==> config.mk <==
export PLATFORM = sky130hd
export DESIGN_NAME = keypad_key_queue
export DESIGN_NICKNAME = d
export VERILOG_FILES = /design/src/rtl/keypad_pkg.sv /design/src/rtl/keypad_sync_fifo.sv /design/src/rtl/keypad_key_queue.sv
export SDC_FILE = /design/constraint.sdc
export NUM_CORES = 1
export LEC_CHECK = 0
export CAP_MARGIN = 20
export CORE_MARGIN = 3
export CORE_UTILIZATION = 32
export CTS_BUF_LIST = sky130_fd_sc_hd__clkbuf_8 sky130_fd_sc_hd__clkbuf_16
export CTS_CLUSTER_DIAMETER = 30
export DETAILED_ROUTE_END_ITERATION = 10
export SKIP_CTS_REPAIR_TIMING = 1
export SYNTH_ARGS = -nofsm -noshare
export SYNTH_HDL_FRONTEND = slang
export SYNTH_SLANG_ARGS = --single-unit
==> constraint.sdc <==
create_clock -name clock -period 4 [get_ports clock]
set_clock_uncertainty 0.15 [all_clocks]
set_input_delay 0.8 -clock clock [delete_from_list [all_inputs] [get_ports clock]]
set_output_delay 0.8 -clock clock [all_outputs]
set_load 0.02 [all_outputs]
==> src/rtl/keypad_pkg.sv <==
// Shared types and constants for the keypad event path.
package keypad_pkg;

    typedef logic [3:0] key_code_t;

    typedef enum logic [1:0] {
        IDLE,
        QUALIFY,
        HELD,
        RELEASE
    } kq_state_t;

    localparam key_code_t KEY_NONE = 4'h0;

    function automatic int unsigned max_u(input int unsigned a, input int unsigned b);
        return (a > b) ? a : b;
    endfunction

endpackage

==> src/rtl/keypad_sync_fifo.sv <==
// Small synchronous FIFO for key codes; pointers carry an extra wrap bit.
module keypad_sync_fifo
    import keypad_pkg::*;
#(
    parameter int unsigned DEPTH = 4
) (
    input  logic                    clock,
    input  logic                    reset,
    input  logic                    clear_i,
    input  logic                    push_i,
    input  logic                    pop_i,
    input  key_code_t               data_i,
    output key_code_t               data_o,
    output logic                    full_o,
    output logic                    empty_o,
    output logic [$clog2(DEPTH):0]  count_o
);

    localparam int unsigned PTR_W = $clog2(DEPTH);
    localparam int unsigned CNT_W = PTR_W + 1;

    logic [PTR_W:0]   wr_q, wr_d, rd_q, rd_d;
    logic [CNT_W-1:0] cnt_q, cnt_d;
    logic             full_q, empty_q;
    logic             push_eff, pop_eff;
    key_code_t        mem_q [DEPTH];

    // A push into a full FIFO is only accepted when a pop frees the slot the same cycle.
    assign pop_eff  = pop_i && !empty_q;
    assign push_eff = push_i && (!full_q || pop_eff);

    always_comb begin
        wr_d  = wr_q;
        rd_d  = rd_q;
        cnt_d = cnt_q;
        if (clear_i) begin
            wr_d  = '0;
            rd_d  = '0;
            cnt_d = '0;
        end else begin
            if (push_eff) wr_d = wr_q + (PTR_W+1)'(1);
            if (pop_eff)  rd_d = rd_q + (PTR_W+1)'(1);
            cnt_d = CNT_W'(wr_d - rd_d);
        end
    end

    always_ff @(posedge clock or negedge reset) begin
        if (!reset) begin
            wr_q    <= '0;
            rd_q    <= '0;
            cnt_q   <= '0;
            full_q  <= 1'b0;
            empty_q <= 1'b1;
        end else begin
            wr_q    <= wr_d;
            rd_q    <= rd_d;
            cnt_q   <= cnt_d;
            full_q  <= (cnt_d == CNT_W'(DEPTH));
            empty_q <= (cnt_d == '0);
        end
    end

    always_ff @(posedge clock or negedge reset) begin
        if (!reset) begin
            for (int i = 0; i < int'(DEPTH); i++) mem_q[i] <= KEY_NONE;
        end else if (push_eff && !clear_i) begin
            mem_q[wr_q[PTR_W-1:0]] <= data_i;
        end
    end

    assign data_o  = mem_q[rd_q[PTR_W-1:0]];
    assign full_o  = full_q;
    assign empty_o = empty_q;
    assign count_o = cnt_q;

endmodule

==> src/rtl/keypad_key_queue.sv <==
// Turns the scanner's level key report into one queued event per qualified press,
// with hold qualification, release re-arm and a small output FIFO.
module keypad_key_queue
    import keypad_pkg::*;
#(
    parameter int unsigned DEPTH          = 4,
    parameter int unsigned HOLD_CYCLES    = 1000,
    parameter int unsigned RELEASE_CYCLES = 1000
) (
    input  logic                    clock,
    input  logic                    reset,
    input  key_code_t               key_code,
    input  logic                    key_valid,
    output key_code_t               out_code,
    output logic                    out_valid,
    input  logic                    out_ready,
    output logic [$clog2(DEPTH):0]  count,
    output logic                    overflow,
    input  logic                    clear
);

    localparam int unsigned CNT_W = $clog2(max_u(HOLD_CYCLES, RELEASE_CYCLES)) + 1;
    localparam logic [CNT_W-1:0] HOLD_LAST = CNT_W'(HOLD_CYCLES - 1);
    localparam logic [CNT_W-1:0] REL_LAST  = CNT_W'(RELEASE_CYCLES - 1);
    localparam logic [CNT_W-1:0] CNT_ONE   = CNT_W'(1);
    localparam logic [CNT_W-1:0] CNT_SAT   = '1;

    kq_state_t        state_q, state_d;
    key_code_t        cand_q, cand_d, acc_q, acc_d;
    logic [CNT_W-1:0] cnt_q, cnt_d, cnt_inc;
    logic             overflow_q, overflow_d;
    logic             push_c, fifo_full, fifo_empty;

    assign cnt_inc = (cnt_q == CNT_SAT) ? cnt_q : cnt_q + CNT_ONE;

    always_ff @(posedge clock or negedge reset) begin
        if (!reset) begin
            state_q    <= IDLE;
            cand_q     <= KEY_NONE;
            acc_q      <= KEY_NONE;
            cnt_q      <= '0;
            overflow_q <= 1'b0;
        end else begin
            state_q    <= state_d;
            cand_q     <= cand_d;
            acc_q      <= acc_d;
            cnt_q      <= cnt_d;
            overflow_q <= overflow_d;
        end
    end

    // Press qualification / re-arm state machine.
    always_comb begin
        state_d    = state_q;
        cand_d     = cand_q;
        acc_d      = acc_q;
        cnt_d      = cnt_q;
        overflow_d = overflow_q;
        push_c     = 1'b0;
        unique case (state_q)
            IDLE: begin
                if (key_valid) begin
                    state_d = QUALIFY;
                    cand_d  = key_code;
                    cnt_d   = CNT_ONE;
                end
            end
            QUALIFY: begin
                if (!key_valid) begin
                    state_d = IDLE;
                end else if (key_code != cand_q) begin
                    cand_d = key_code;
                    cnt_d  = CNT_ONE;
                end else if (cnt_q == HOLD_LAST) begin
                    push_c  = 1'b1;
                    acc_d   = cand_q;
                    state_d = HELD;
                end else begin
                    cnt_d = cnt_inc;
                end
            end
            HELD: begin
                if (!key_valid) begin
                    state_d = RELEASE;
                    cnt_d   = CNT_ONE;
                end else if (key_code != acc_q) begin
                    state_d = QUALIFY;
                    cand_d  = key_code;
                    cnt_d   = CNT_ONE;
                end
            end
            RELEASE: begin
                if (key_valid && key_code == acc_q) begin
                    state_d = HELD;
                end else if (key_valid) begin
                    state_d = QUALIFY;
                    cand_d  = key_code;
                    cnt_d   = CNT_ONE;
                end else if (cnt_q == REL_LAST) begin
                    state_d = IDLE;
                end else begin
                    cnt_d = cnt_inc;
                end
            end
            default: state_d = IDLE;
        endcase

        // A press dropped on a full FIFO that is not also being drained is remembered.
        if (push_c && fifo_full && !out_ready) overflow_d = 1'b1;

        if (clear) begin
            state_d    = IDLE;
            cnt_d      = '0;
            overflow_d = 1'b0;
        end
    end

    keypad_sync_fifo #(
        .DEPTH (DEPTH)
    ) u_fifo (
        .clock   (clock),
        .reset   (reset),
        .clear_i (clear),
        .push_i  (push_c),
        .pop_i   (out_ready),
        .data_i  (cand_q),
        .data_o  (out_code),
        .full_o  (fifo_full),
        .empty_o (fifo_empty),
        .count_o (count)
    );

    assign out_valid = !fifo_empty;
    assign overflow  = overflow_q;

endmodule

==> metrics.md <==
| Metric | Value |
|---|---|
| Status | complete, no violations |
| Pre-Repair DR Iteration Count | 4 |
| Final worst path period share | 90.45% |
| Largest net degree at the start of global routing | 29 |
| Fmax | 276.4 MHz |
| Chip width | 99.21 microns |
| Die Y-Extent | 99.21 microns |
| Die ar. | roughly 10000 sq um |
| DRT iter0 DRCs | 49 |
| Seq cells post-synth | 49 |
| Worst IR drop on VDD | about 0.16 mV |
| Clock sinks | 49 |
| Clk_lat worst skew | 0.30 ns |
| Diode count | 0 |
| Uppermost layer routed | met4 |
| Most frequent cells in the layout | 48 x dfrtp_1, 19 x nor2_1, 17 x mux2_2 |
| Startpoint types | input pin |
| Cell Count, Final, Fillers Out | 369 |
| Final Hold Vio Count | 0 |
| Wl on met1 | 2629 microns |
| CP Cell Sequence | clkdlybuf4s50_1, xnor2_1, nand4_2, or4b_4, xnor2_1, ha_1, fa_1, xnor2_1, xnor3_1, nor4_1 |
| Clock H-tree levels | 2 |
| Filler cells | 815 |
| Setup TNS | 0 ns |
| Required time of the critical path | between 4 and 5 ns |
| Global-route wire length before repair | 9301 microns |
| Met3 WL | 138 microns |
| Clock Tree Buf Depth | 2 |
| Worst-path clk slew | approximately 0.090 ns |
| EDFF count, synth | 0 |
| Sequential area share after synthesis | 44.15% |
| FP Rows | 33 |
| Commonest non-fill, non-tap cell in the layout | dfrtp_1 |
| CTS tree | yes |
| Yosys Warn Count | 0 |
| Vias per cell | 5.033 |
| CTS Buf Count | 5 |
| Remaining global-route overflow | 0 |
| RSZ-0062 raised after global routing | false |
| Slew @ Worst Pin | 0.7243 ns |
| Max Slew Vio Count | 0 |
| Drt drc | 0 |
| Synth Net Count | 264 |
| Root Driver | clkbuf_8 |
| Core area | about 8300 sq um |
| Max-Cap Viols | 0 |
| Buffers on Ports | 17 |
| Delay-heaviest family, CP | simple AND/OR/NAND/NOR gates |
| Crit. End Element | flop |
| Layout cell share with drive strength beyond 1 | 18.94% |
| Lkg Pwr | 1.407 nW |
| CP Class | in2reg |
| Power per Cell Area | 377.8 nW/um^2 |
| Design Power | between 1 and 1.5 mW |
| GP Congestion | 0.8383 |
| Starting Density | between 30% and 40% |
| Critical Path Slowest Stage Cell | or4b_4 |
| HP Class | reg2reg |
| Gr usage total | 11.72% |
| Post-synth ARST share | 100.0% |
| Setup violations, final | 0 |
| Fin crit period | 3.618 ns |
| Initial antenna violation count | 0 |
| Main synth FF type | dfrtp_1 |
| Critical path's most frequent cell | xnor2_1 |
| Max-Slew Margin vs Limit | 51.50% |
| Vias | 1857 |
| WP buf/inv | 1 |
| Post-route ant nets | 0 |
| Metal2 WL | 2456 microns |
| Num ports | 18 |
| Number of global-route vias before repair | 1888 |
| Cells after synthesis | 242 |
| CP peak stage delay | 0.54 ns |
| Net count, final | 285 |
| Cells after DPL | ~360 |
| Crit-path max FO | 3 |
| Netlist Area Pre-Place | 2780 sq um |
| Worst EP arrival | 3.67 ns |
| Yosys cell types | 52 |
| Synthesis-to-layout area growth | 13.86% |
| Syn_area_per_cell | 11.49 sq um |
| HPWL after DPL | 3937 microns |
| Wirelength per Cell | roughly 14 microns |
| Routed wire length | around 5300 microns |
metrics by stage:
stage	utilization [%]	instance area, sq um	hold slack (ns)	setup slack [ns]
after floorplan	-	2780	0.3024	0.5476
after global placement	36.86	3074	0.3157	0.1535
after detailed placement	36.86	3074	0.3238	0.05971
after CTS	37.95	3166	0.3456	0.3518
after global routing	37.95	3166	0.3577	0.1327
final	37.95	3166	0.3424	0.3820
worst paths after layout:
kind | from | endpoint | slack [ns] | depth (start not counted)
max reg2reg | cnt_q[0] | u_fifo.full_o | 0.59 | 10
min reg2reg | u_fifo.mem_q[7] | u_fifo.mem_q[7] | 0.34 | 1
min in group asynchronous | reset | u_fifo.mem_q[12] | 0.36 | 1
max in group asynchronous | reset | u_fifo.empty_o | 2.55 | 2
max | key_code[2] | u_fifo.full_o | 0.38 | 10
min | u_fifo.mem_q[7] | u_fifo.mem_q[7] | 0.34 | 1
final cells by class:
class	count	area (sq um)	area share, %
Inverter	11	41.29	1.304
Tap cell	105	131.4	4.150
Sequential cell	49	1227	38.77
Timing Repair Buffer	24	217.7	6.877
Clock inverter	3	22.52	0.7115
Clock buffer	5	68.82	2.174
Multi-Input combinational cell	172	1456	46.01
flip-flops by register name, summed over array words and instances, names as in the netlist:
signal	cells
cnt_q	11
acc_q	4
overflow	1
cand_q	4
u_fifo.wr_q	3
state_q	2
u_fifo.full_o	1
u_fifo.empty_o	1
u_fifo.rd_q	3
u_fifo.count_o	3
u_fifo.mem_q	16
cell usage after synthesis (2+ instances only):
| master | n | area share, % |
|---|---|---|
| a21oi_1 | 16 | 2.9 |
| clkbuf_1 | 5 | 0.68 |
| dfrtp_1 | 48 | 43 |
| and2_1 | 3 | 0.68 |
| o22a_1 | 3 | 0.95 |
| mux2_1 | 9 | 3.6 |
| buf_6 | 2 | 0.81 |
| nand2b_1 | 3 | 0.68 |
| o22ai_1 | 2 | 0.45 |
| a31o_2 | 2 | 0.63 |
| mux4_2 | 4 | 3.2 |
| nand4_1 | 3 | 0.68 |
| nand2_1 | 11 | 1.5 |
| xnor2_1 | 11 | 3.5 |
| mux2_2 | 17 | 6.9 |
| a31oi_1 | 2 | 0.45 |
| ha_1 | 12 | 5.4 |
| and3_1 | 3 | 0.68 |
| mux2i_1 | 2 | 0.72 |
| buf_2 | 2 | 0.36 |
| or3_1 | 2 | 0.45 |
| a41oi_1 | 3 | 0.95 |
| o211ai_1 | 2 | 0.54 |
| o21ai_0 | 9 | 1.6 |
| nand3_1 | 3 | 0.54 |
| nor2b_1 | 5 | 1.1 |
| nor2_1 | 19 | 2.6 |
| inv_1 | 11 | 1.5 |
| xor2_1 | 2 | 0.63 |
| nor3b_4 | 4 | 2.7 |
routing by layer:
layer  GRT usage (%)  vias to the layer above
met5               0                        -
met4           3.151                        0
met3           2.525                        4
met2           18.80                       20
met1           16.08                      909
li1                -                      924
where the power goes:
group	leakage, nW	internal (mW)	switching, mW	total [mW]
sequential	0.666	0.538	0.0486	0.586
clock	0.0481	0.124	0.171	0.295
combinational	0.692	0.151	0.164	0.315
total	1.41	0.813	0.383	1.20
logic make-up (layout without fill, tap and decap cells):
kind of cell	count (synthesis)	in the layout	share of synthesized area [%]
mux	32	32	14.49
xor+xnor	14	14	4.905
buf+inv	21	43	3.465
fa+ha+maj	13	13	6.120
simple gates	67	67	16.07
compound gates	46	46	10.80
flops	49	49	44.15
Note: power is estimated with default switching activity, not from simulation.
